**src/rtl/timer_pkg.sv**
```systemverilog
// Shared constants and sizing helper for the millisecond timer scheduler.
package timer_pkg;

  localparam int CLK_DIV_DEF = 50000;
  localparam int MS_W        = 32;
  localparam int DUR_W_DEF   = 16;

  // Width able to hold 0..n-1, never narrower than one bit.
  function automatic int ptr_w(input int n);
    return (n <= 2) ? 1 : $clog2(n);
  endfunction

endpackage

```
**src/rtl/rr_arbiter.sv**
```systemverilog
// Combinational round-robin arbiter: first requester at or after i_ptr, searching modulo N.
module rr_arbiter
  import timer_pkg::*;
#(
  parameter int N = 4,
  localparam int PW = ptr_w(N)
) (
  input  logic [N-1:0]  i_req,
  input  logic [PW-1:0] i_ptr,
  output logic [N-1:0]  o_gnt,
  output logic          o_valid
);

  logic [2*N-1:0] w_dbl;
  logic [N-1:0]   w_rot;

  // Rotating a doubled copy puts the pointer's channel at bit 0.
  assign w_dbl   = {i_req, i_req} >> i_ptr;
  assign w_rot   = w_dbl[N-1:0];
  assign o_valid = |i_req;

  always_comb begin
    int pos;
    int idx;
    pos = 0;
    for (int k = N - 1; k >= 0; k--) begin
      if (w_rot[k]) pos = k;
    end
    idx = int'(i_ptr) + pos;
    if (idx >= N) idx = idx - N;
    o_gnt = '0;
    for (int j = 0; j < N; j++) begin
      o_gnt[j] = o_valid && (idx == j);
    end
  end

endmodule

```
**src/rtl/ms_timer_scheduler.sv**
```systemverilog
// Shared 1 ms time base with NCH round-robin-armed timeout channels.
module ms_timer_scheduler
  import timer_pkg::*;
#(
  parameter int CLK_DIV = CLK_DIV_DEF,
  parameter int NCH     = 4,
  parameter int DUR_W   = DUR_W_DEF
) (
  input  logic                 i_sys_clk,
  input  logic                 i_rst,
  input  logic [NCH-1:0]       i_arm_req,
  input  logic [NCH*DUR_W-1:0] i_arm_dur,
  input  logic [NCH-1:0]       i_cancel,
  output logic [NCH-1:0]       o_arm_gnt,
  output logic [NCH-1:0]       o_active,
  output logic [NCH-1:0]       o_expired,
  output logic                 o_tick,
  output logic [MS_W-1:0]      o_milliseconds
);

  localparam int PW      = ptr_w(NCH);
  localparam int PRESC_W = ptr_w(CLK_DIV);
  localparam logic [PRESC_W-1:0] PRESC_MAX = PRESC_W'(CLK_DIV - 1);

  logic [PRESC_W-1:0] r_presc;
  logic [MS_W-1:0]    r_ms;
  logic [PW-1:0]      r_rr;
  logic [NCH-1:0]     r_gnt;
  logic               r_tick;

  logic               w_wrap;
  logic [PRESC_W-1:0] w_presc_next;
  logic [MS_W-1:0]    w_ms_next;
  logic [NCH-1:0]     w_elig;
  logic [NCH-1:0]     w_gnt;
  logic               w_valid;
  logic [PW-1:0]      w_rr_next;

  assign w_wrap       = (r_presc == PRESC_MAX);
  assign w_presc_next = w_wrap ? '0 : r_presc + PRESC_W'(1);
  assign w_ms_next    = w_wrap ? r_ms + MS_W'(1) : r_ms;

  // A channel granted last cycle is masked so a held request is not accepted twice.
  assign w_elig = i_arm_req & ~r_gnt & ~i_cancel;

  rr_arbiter #(.N(NCH)) u_arb (
    .i_req   (w_elig),
    .i_ptr   (r_rr),
    .o_gnt   (w_gnt),
    .o_valid (w_valid)
  );

  always_comb begin
    w_rr_next = '0;
    for (int j = 0; j < NCH; j++) begin
      if (w_gnt[j]) w_rr_next = (j == NCH - 1) ? '0 : PW'(j + 1);
    end
  end

  // Count is rewritten every cycle so it always reflects the current register view.
  always_ff @(posedge i_sys_clk or posedge i_rst) begin
    if (i_rst) begin
      r_presc <= '0;
      r_ms    <= '0;
      r_rr    <= '0;
      r_gnt   <= '0;
      r_tick  <= 1'b0;
    end else begin
      r_presc <= w_presc_next;
      r_ms    <= w_ms_next;
      r_tick  <= w_wrap;
      r_gnt   <= w_gnt;
      if (w_valid) r_rr <= w_rr_next;
    end
  end

  assign o_arm_gnt      = r_gnt;
  assign o_tick         = r_tick;
  assign o_milliseconds = r_ms;

  generate
    for (genvar gi = 0; gi < NCH; gi++) begin : g_ch
      logic [MS_W-1:0]  r_deadline;
      logic             r_active;
      logic             r_expired;
      logic [DUR_W-1:0] w_dur;
      logic [MS_W-1:0]  w_dur_ext;
      logic             w_hit;

      assign w_dur     = i_arm_dur[gi*DUR_W +: DUR_W];
      assign w_dur_ext = (w_dur == '0) ? MS_W'(1) : MS_W'(w_dur);
      // Compare against the count that becomes visible with this tick, so expired lines up with tick.
      assign w_hit     = w_wrap && r_active && (w_ms_next == r_deadline);

      // Deadline is based on the count shown in the grant cycle, so a grant on a tick edge still waits D ticks.
      always_ff @(posedge i_sys_clk or posedge i_rst) begin
        if (i_rst) begin
          r_deadline <= '0;
          r_active   <= 1'b0;
          r_expired  <= 1'b0;
        end else begin
          r_expired <= 1'b0;
          if (i_cancel[gi]) begin
            r_active <= 1'b0;
          end else if (w_gnt[gi]) begin
            r_active   <= 1'b1;
            r_deadline <= w_ms_next + w_dur_ext;
          end else if (w_hit) begin
            r_active  <= 1'b0;
            r_expired <= 1'b1;
          end
        end
      end

      assign o_active[gi]  = r_active;
      assign o_expired[gi] = r_expired;
    end
  endgenerate

endmodule

```
**config.mk**
```make
export PLATFORM = sky130hd
export DESIGN_NAME = ms_timer_scheduler
export DESIGN_NICKNAME = d
export VERILOG_FILES = /design/src/rtl/timer_pkg.sv /design/src/rtl/rr_arbiter.sv /design/src/rtl/ms_timer_scheduler.sv
export SDC_FILE = /design/constraint.sdc
export NUM_CORES = 1
export LEC_CHECK = 0
export ABC_AREA = 1
export CORE_MARGIN = 1.5
export CORE_UTILIZATION = 56
export DETAILED_ROUTE_END_ITERATION = 10
export PLACE_DENSITY = 0.79
export SLEW_MARGIN = 5
export SYNTH_ARGS = -nofsm -noshare
export SYNTH_HDL_FRONTEND = slang
export SYNTH_HIERARCHICAL = 1
export SYNTH_SLANG_ARGS = --single-unit
```
**constraint.sdc**
```tcl
create_clock -name i_sys_clk -period 6.3 [get_ports i_sys_clk]
set_input_delay 0.945 -clock i_sys_clk [delete_from_list [all_inputs] [get_ports i_sys_clk]]
set_output_delay 0.945 -clock i_sys_clk [all_outputs]
set_load 0.005 [all_outputs]
```
# After elaboration in Yosys (flattened, before gate mapping)
# Index checks and enable logic that the tools add are counted.
# word_totals
reg_bits	191
input_bits	74
out_inout_bits	45
wordCells	108
# op_classes
n_addsub	8
order_cmp	1
n_eq_ne	8
n_shift	1
muxes	39
bitwise	8
reduce_logical	26
# op_table
op	count
32-bit by 16-bit adder with 32-bit output	4
32-bit equality test	4
16-bit 2-to-1 mux	5
32-bit by 3-bit equality test with 1-bit output, second input constant	2
16-bit logical NOT	4
32-bit 2-to-1 mux	2
32-bit by 1-bit adder with 32-bit output, second input constant	1
32-bit by 2-bit equality test with 1-bit output, second input constant	1
32-bit by 4-bit >= comparator with 1-bit output, second input constant	1
32-bit logical NOT	1
32-bit by 4-bit subtractor with 32-bit output, second input constant	1
1-bit 2-to-1 mux	25
16-bit by 1-bit adder with 16-bit output, second input constant	1
16-bit equality test, second input constant	1
2-bit 2-to-1 mux	7
1-bit logical AND	12
3-bit nonzero test	4
4-bit AND	2
4-bit NOT	2
2-bit AND reduction	4
8-bit by 2-bit >> shifter with 4-bit output	1
1-bit NOT	4
4-bit OR reduction	1
2-bit by 2-bit adder with 3-bit output	1

# Longest topological paths before layout
# depth
ltp_word	17
mapped_depth	25
mapped_depth_nobuf	25

# Modules after synthesis
# The synthesis kept the hierarchy.
# modules_own_cells
mod	n_inst	cells_per_inst	area_per_inst_um2	seq_area_each_um2
ms_timer_scheduler	1	3139	18297.5	4779.6
rr_arbiter	1	43	210.2	0.0

# Worst setup path before layout
# No wires, ideal clock.
# synth_path
path_type	input to register
start	input port i_cancel[2]
end	register g_ch[3].r_deadline[0]
setup_time_ns	0.133
arrival_ns	3.419
required_time_ns	6.167
path_slack_ns	2.748
path_stages	18
path_buffers	2
path_cell_list	nor3b_1 > nand2_1 > nand2_1 > nand2_1 > nand2_1 > nand2_1 > a21oi_2 > ha_1 > inv_1 > fa_1 > inv_1 > nand2_1 > nor2_1 > inv_1 > nor2_1 > clkbuf_1 > clkbuf_1 > o21ai_0
# synth_between
elab_chain_len	13
word_cells_on_any_way	15
classes_between	2 x add/sub; 1 x order compare; 1 x eq/ne; 1 x shift; 5 x mux; 2 x bitwise; 3 x reduce/logical
# synth_rtl
item	line_no	source
start: declaration	ms_timer_scheduler.sv:13	input logic [NCH-1:0] i_cancel,
4-bit NOT *	ms_timer_scheduler.sv:44	assign w_elig = i_arm_req & ~r_gnt & ~i_cancel;
4-bit AND *	ms_timer_scheduler.sv:44	
8-bit by 2-bit >> shifter with 4-bit output	rr_arbiter.sv:18	assign w_dbl = {i_req, i_req} >> i_ptr;
2-bit 2-to-1 mux (4 in series)	rr_arbiter.sv:27	if (w_rot[k]) pos = k;
2-bit by 2-bit adder with 3-bit output	rr_arbiter.sv:29	idx = int'(i_ptr) + pos;
32-bit by 4-bit subtractor with 32-bit output / 32-bit by 4-bit >= comparator with 1-bit output (equally long branches)	rr_arbiter.sv:30	if (idx >= N) idx = idx - N;
32-bit 2-to-1 mux	rr_arbiter.sv:30	
32-bit by 3-bit equality test with 1-bit output	rr_arbiter.sv:33	o_gnt[j] = o_valid && (idx == j);
1-bit logical AND *	rr_arbiter.sv:33	
named net w_gnt[3]	ms_timer_scheduler.sv:35	logic [NCH-1:0] w_gnt;
2-bit AND reduction (no source line) *	--	
end signal: assignment	ms_timer_scheduler.sv:107	r_deadline <= w_ms_next + w_dur_ext;
end: declaration	ms_timer_scheduler.sv:83	logic [MS_W-1:0] r_deadline;
# Mark *: on every way through the listed nets, which the timed path passes. The rest lies on a longest branch.
# A chain may end at the register's enable or synchronous reset.

# Worst setup path after layout
# layout_path
start	register r_ms[0] (netlist: o_milliseconds[0])
end	register g_ch[3].r_deadline[24]
# layout_between
elab_chain_len	3
# layout_rtl
item	line_no	source
start: declaration	ms_timer_scheduler.sv:26	logic [MS_W-1:0] r_ms;
start signal: assignment	ms_timer_scheduler.sv:70	r_ms <= w_ms_next;
32-bit by 1-bit adder with 32-bit output	ms_timer_scheduler.sv:41	assign w_ms_next = w_wrap ? r_ms + MS_W'(1) : r_ms;
32-bit 2-to-1 mux	ms_timer_scheduler.sv:41	
named net w_ms_next[15]	ms_timer_scheduler.sv:33	logic [MS_W-1:0] w_ms_next;
32-bit by 16-bit adder with 32-bit output	ms_timer_scheduler.sv:107	
# The timed path passes the listed nets, and every way through them passes these cells.

==> impl_metrics.py <==
metrics = {
    "global_routing": {
        "antenna_found_initial": 1,
        "grt_pass1_wl_um": 108000,
        "overflow": 0,
        "grt_pass1_vias": 19800,
        "grtUsageTotal_pct": 42.4,
        "grt_max_degree": 102,
    },
    "clock_network": {
        "post-cts-setup-buffers": 0,
        "numClockSinks": 191,
        "htreeDepth": 4,
        "cts_buffer_depth": 2,
        "cts_resized": 0,
        "insertion_delay_ns": 0.47,
        "cts_root_buf": "clkbuf_16",
        "cts_made_buffers": 17,
        "cts_tree": "built",
        "hold_buffers": 0,
        "clk_pin_slew_ns": 0.08,
    },
    "placement": {
        "port_buffers": 118,
        "gp_congestion": 1.13,
        "hpwl_um": 56500,
        "dpl.cell_count": 3667,
        "place_area_um2": 19900,
        "dp_slack_ns": 1.51,
    },
    "cells_and_area": {
        "nFillCells": 3218,
        "multi_input_area_um2": 11600,
        "fin_area_um2": 20500,
        "layout_commonest_cell": "nand2_1",
        "antenna_cells": 0,
        "layout_common_cells": "nand2_1 (1219), inv_1 (417), nand3_1 (349), nor2_1 (343), dfrtp_1 (191)",
        "seqCellArea_um2": 4780,
        "area_delta_synth_final_pct": 10.5,
        "fin_nets": 3356,
        "final_cells": 3697,
        "drive_gt1_share_pct": 5.19,
    },
    "synthesis": {
        "syn_area_um2": 18500,
        "synth-edff-count": 0,
        "avgSynthCellArea_um2": 5.82,
        "synth-async-reset-ratio_pct": 100,
        "synth_top_family_by_area": "simple AND/OR/NAND/NOR gates",
        "yosysWarnings": 6,
        "syn_nets": 3294,
        "seq_area_frac_synth_pct": 25.8,
        "synthAdderAreaFrac_pct": 2.61,
        "synthFlopType": "dfrtp_1",
        "synth.area.mux_share_pct": 0,
        "synth_compound_area_share_pct": 6.10,
        "synth_xor_area_share_pct": 4.83,
        "ys_types": 49,
        "synthSimpleGateAreaFrac_pct": 48.8,
        "synth-seq-cells": 191,
        "syn_inst": 3182,
    },
    "power": {
        "leakagePower_nw": 11.5,
        "power_density_nw_per_um2": 204,
        "peakVddDrop_mv": 0.207,
    },
    "floorplan": {
        "start_util_pct": 56.9,
        "rows": 66,
        "die_area_um2": 34100,
        "core-area_um2": 32500,
        "ios": 119,
        "die_h_um": 185,
        "die_w_um": 185,
    },
    "routing": {
        "met1_length_um": 27500,
        "drc_errors": 0,
        "num_vias": 21300,
        "drt-total-wl_um": 71000,
        "wl_met3_um": 7480,
        "vias_per_cell": 5.75,
        "drt_first_pass_iters": 7,
        "dr_wl_met2_um": 31100,
        "drtIter0Drc": 2516,
        "wl_per_cell_um": 19.2,
        "top_layer": "met4",
        "ant_nets": 0,
    },
    "setup_path": {
        "worstPathArrival_ns": 4.88,
        "timing.rr.end": "g_ch[3].r_deadline[24]$_DFFE_PP0P_",
        "cp.required_ns": 6.65,
        "cp-startpoint": "o_milliseconds[0]$_DFF_PP0_",
        "path_max_fanout": 12,
        "crit_end": "g_ch[3].r_deadline[24]$_DFFE_PP0P_",
        "critPathKind": "flop to flop",
        "cp-start-kind": "flop",
        "worstReg2RegStart": "o_milliseconds[0]$_DFF_PP0_",
        "rr_worst_depth": 16,
        "worst_setup_path_end_kind": "flop",
        "r2r_slack_ns": 1.76,
    },
    "job": {
        "drv_cap": 0,
    },
    "timing": {
        "slew_headroom_pct": 28.5,
        "finalHoldViolations": 0,
        "tightest_slew_ns": 1.07,
        "post-route-min-period_ns": 4.54,
        "max_freq_ghz": 0.220,
        "fin_crit_sh_pct": 72.0,
        "setup_viol": 0,
        "timing.final.ws_setup_ns": 1.76,
        "final_max_slew_viol_count": 0,
        "setup_tns_ns": 0,
        "rsz0062_at_grt": "false",
        "clock-skew-final_ns": 0.0151,
    },
    "outcome": {
        "status": "finished clean",
    },
    "worst_hold_path": {
        "hold_class": "flop to flop",
    },
}
## cells in the mapped netlist (all sizes together), types with 8 or more instances
cell / number / area [um2]
nor3b: 11 / 82.6
inv: 437 / 1650
dfrtp: 191 / 4780
nand3: 355 / 1810
nand3b: 8 / 60.1
ha: 37 / 463
buf: 45 / 340
o22ai: 13 / 81.3
nor3: 26 / 160
o21ai: 105 / 548
a31oi: 14 / 87.6
nor2: 367 / 1470
xor2: 84 / 736
nand4: 57 / 357
clkbuf: 50 / 188
o21bai: 10 / 75.1
a21oi: 46 / 268
or2: 19 / 119
nand2: 1254 / 4830
xnor2: 18 / 158
nor4: 16 / 100
## layout make-up
cell class,instances,area share (%)
tap,442,2.70
timing repair buffer,138,6.51
sequential,191,23.4
clock inverter,10,0.538
multi-input combinational,2455,56.5
inverter,441,8.15
clock buffer,20,2.23
## how the worst min path moves through the flow
stage | to | cells after the start | slack (ns) | startpoint
6_report | r_presc[0]$_DFF_PP0_ | 1 | 0.47 | r_presc[0]$_DFF_PP0_
3_5_place_dp | r_presc[0]$_DFF_PP0_ | 1 | 0.46 | r_presc[0]$_DFF_PP0_
4_1_cts | r_presc[0]$_DFF_PP0_ | 1 | 0.47 | r_presc[0]$_DFF_PP0_
2_1_floorplan | r_presc[0]$_DFF_PP0_ | 1 | 0.43 | r_presc[0]$_DFF_PP0_
5_1_grt | r_presc[0]$_DFF_PP0_ | 1 | 0.51 | r_presc[0]$_DFF_PP0_
3_3_place_gp | r_presc[0]$_DFF_PP0_ | 1 | 0.45 | r_presc[0]$_DFF_PP0_
## power by group
part,switching [mW],internal (mW),leakage [nW]
logic,0.917,0.491,8.68
registers,0.187,1.46,2.53
clock network,0.538,0.568,0.271
total,1.64,2.52,11.5
## through the flow
stage          total power, mW  util, %  hold slack [ns]
4_1_cts                   4.13     62.9            0.471
5_1_grt                   4.41     62.9            0.507
3_3_place_gp              2.99     61.1            0.452
6_report                  4.16     62.9            0.468
2_1_floorplan             2.60        -            0.433
3_5_place_dp              3.04     61.1            0.460
## sequential cells by signal (all words and copies together), names as in the netlist
| signal | cells |
|---|---|
| o_arm_gnt | 4 |
| r_presc | 16 |
| g_ch.r_deadline | 128 |
| g_ch.r_expired | 4 |
| o_tick | 1 |
| r_rr | 2 |
| g_ch.r_active | 4 |
| o_milliseconds | 32 |
## worst max-delay path, cell delays in order (launching register included)
cell and delay (ns):
dfrtp_1 0.73, inv_1 0.31, nor2_4 0.30, nand2_1 0.26
nor2_1 0.34, xor2_1 0.11, nand2_1 0.23, nand2_1 0.44
ha_1 0.52, inv_1 0.07, o21ai_0 0.35, o21bai_1 0.22
a21oi_1 0.09, nand2_1 0.10, nand3_1 0.08, nand3_1 0.19
nand2_1 0.06
## routing by layer
layer	GRT usage (%)	up-vias
met5	0	-
met2	67.0	1232
li1	-	10100
met3	7.20	252
met4	27.6	0
met1	53.5	9727
## logic make-up (layout without fill, tap and decap cells)
kind of cell / count (synthesis) / in the layout
simple gates: 2119 / 2119
buf+inv: 536 / 609
fa+ha+maj: 38 / 38
flops: 191 / 191
xor+xnor: 102 / 102
compound gates: 196 / 196
Note: power is estimated with default switching activity, not from simulation.
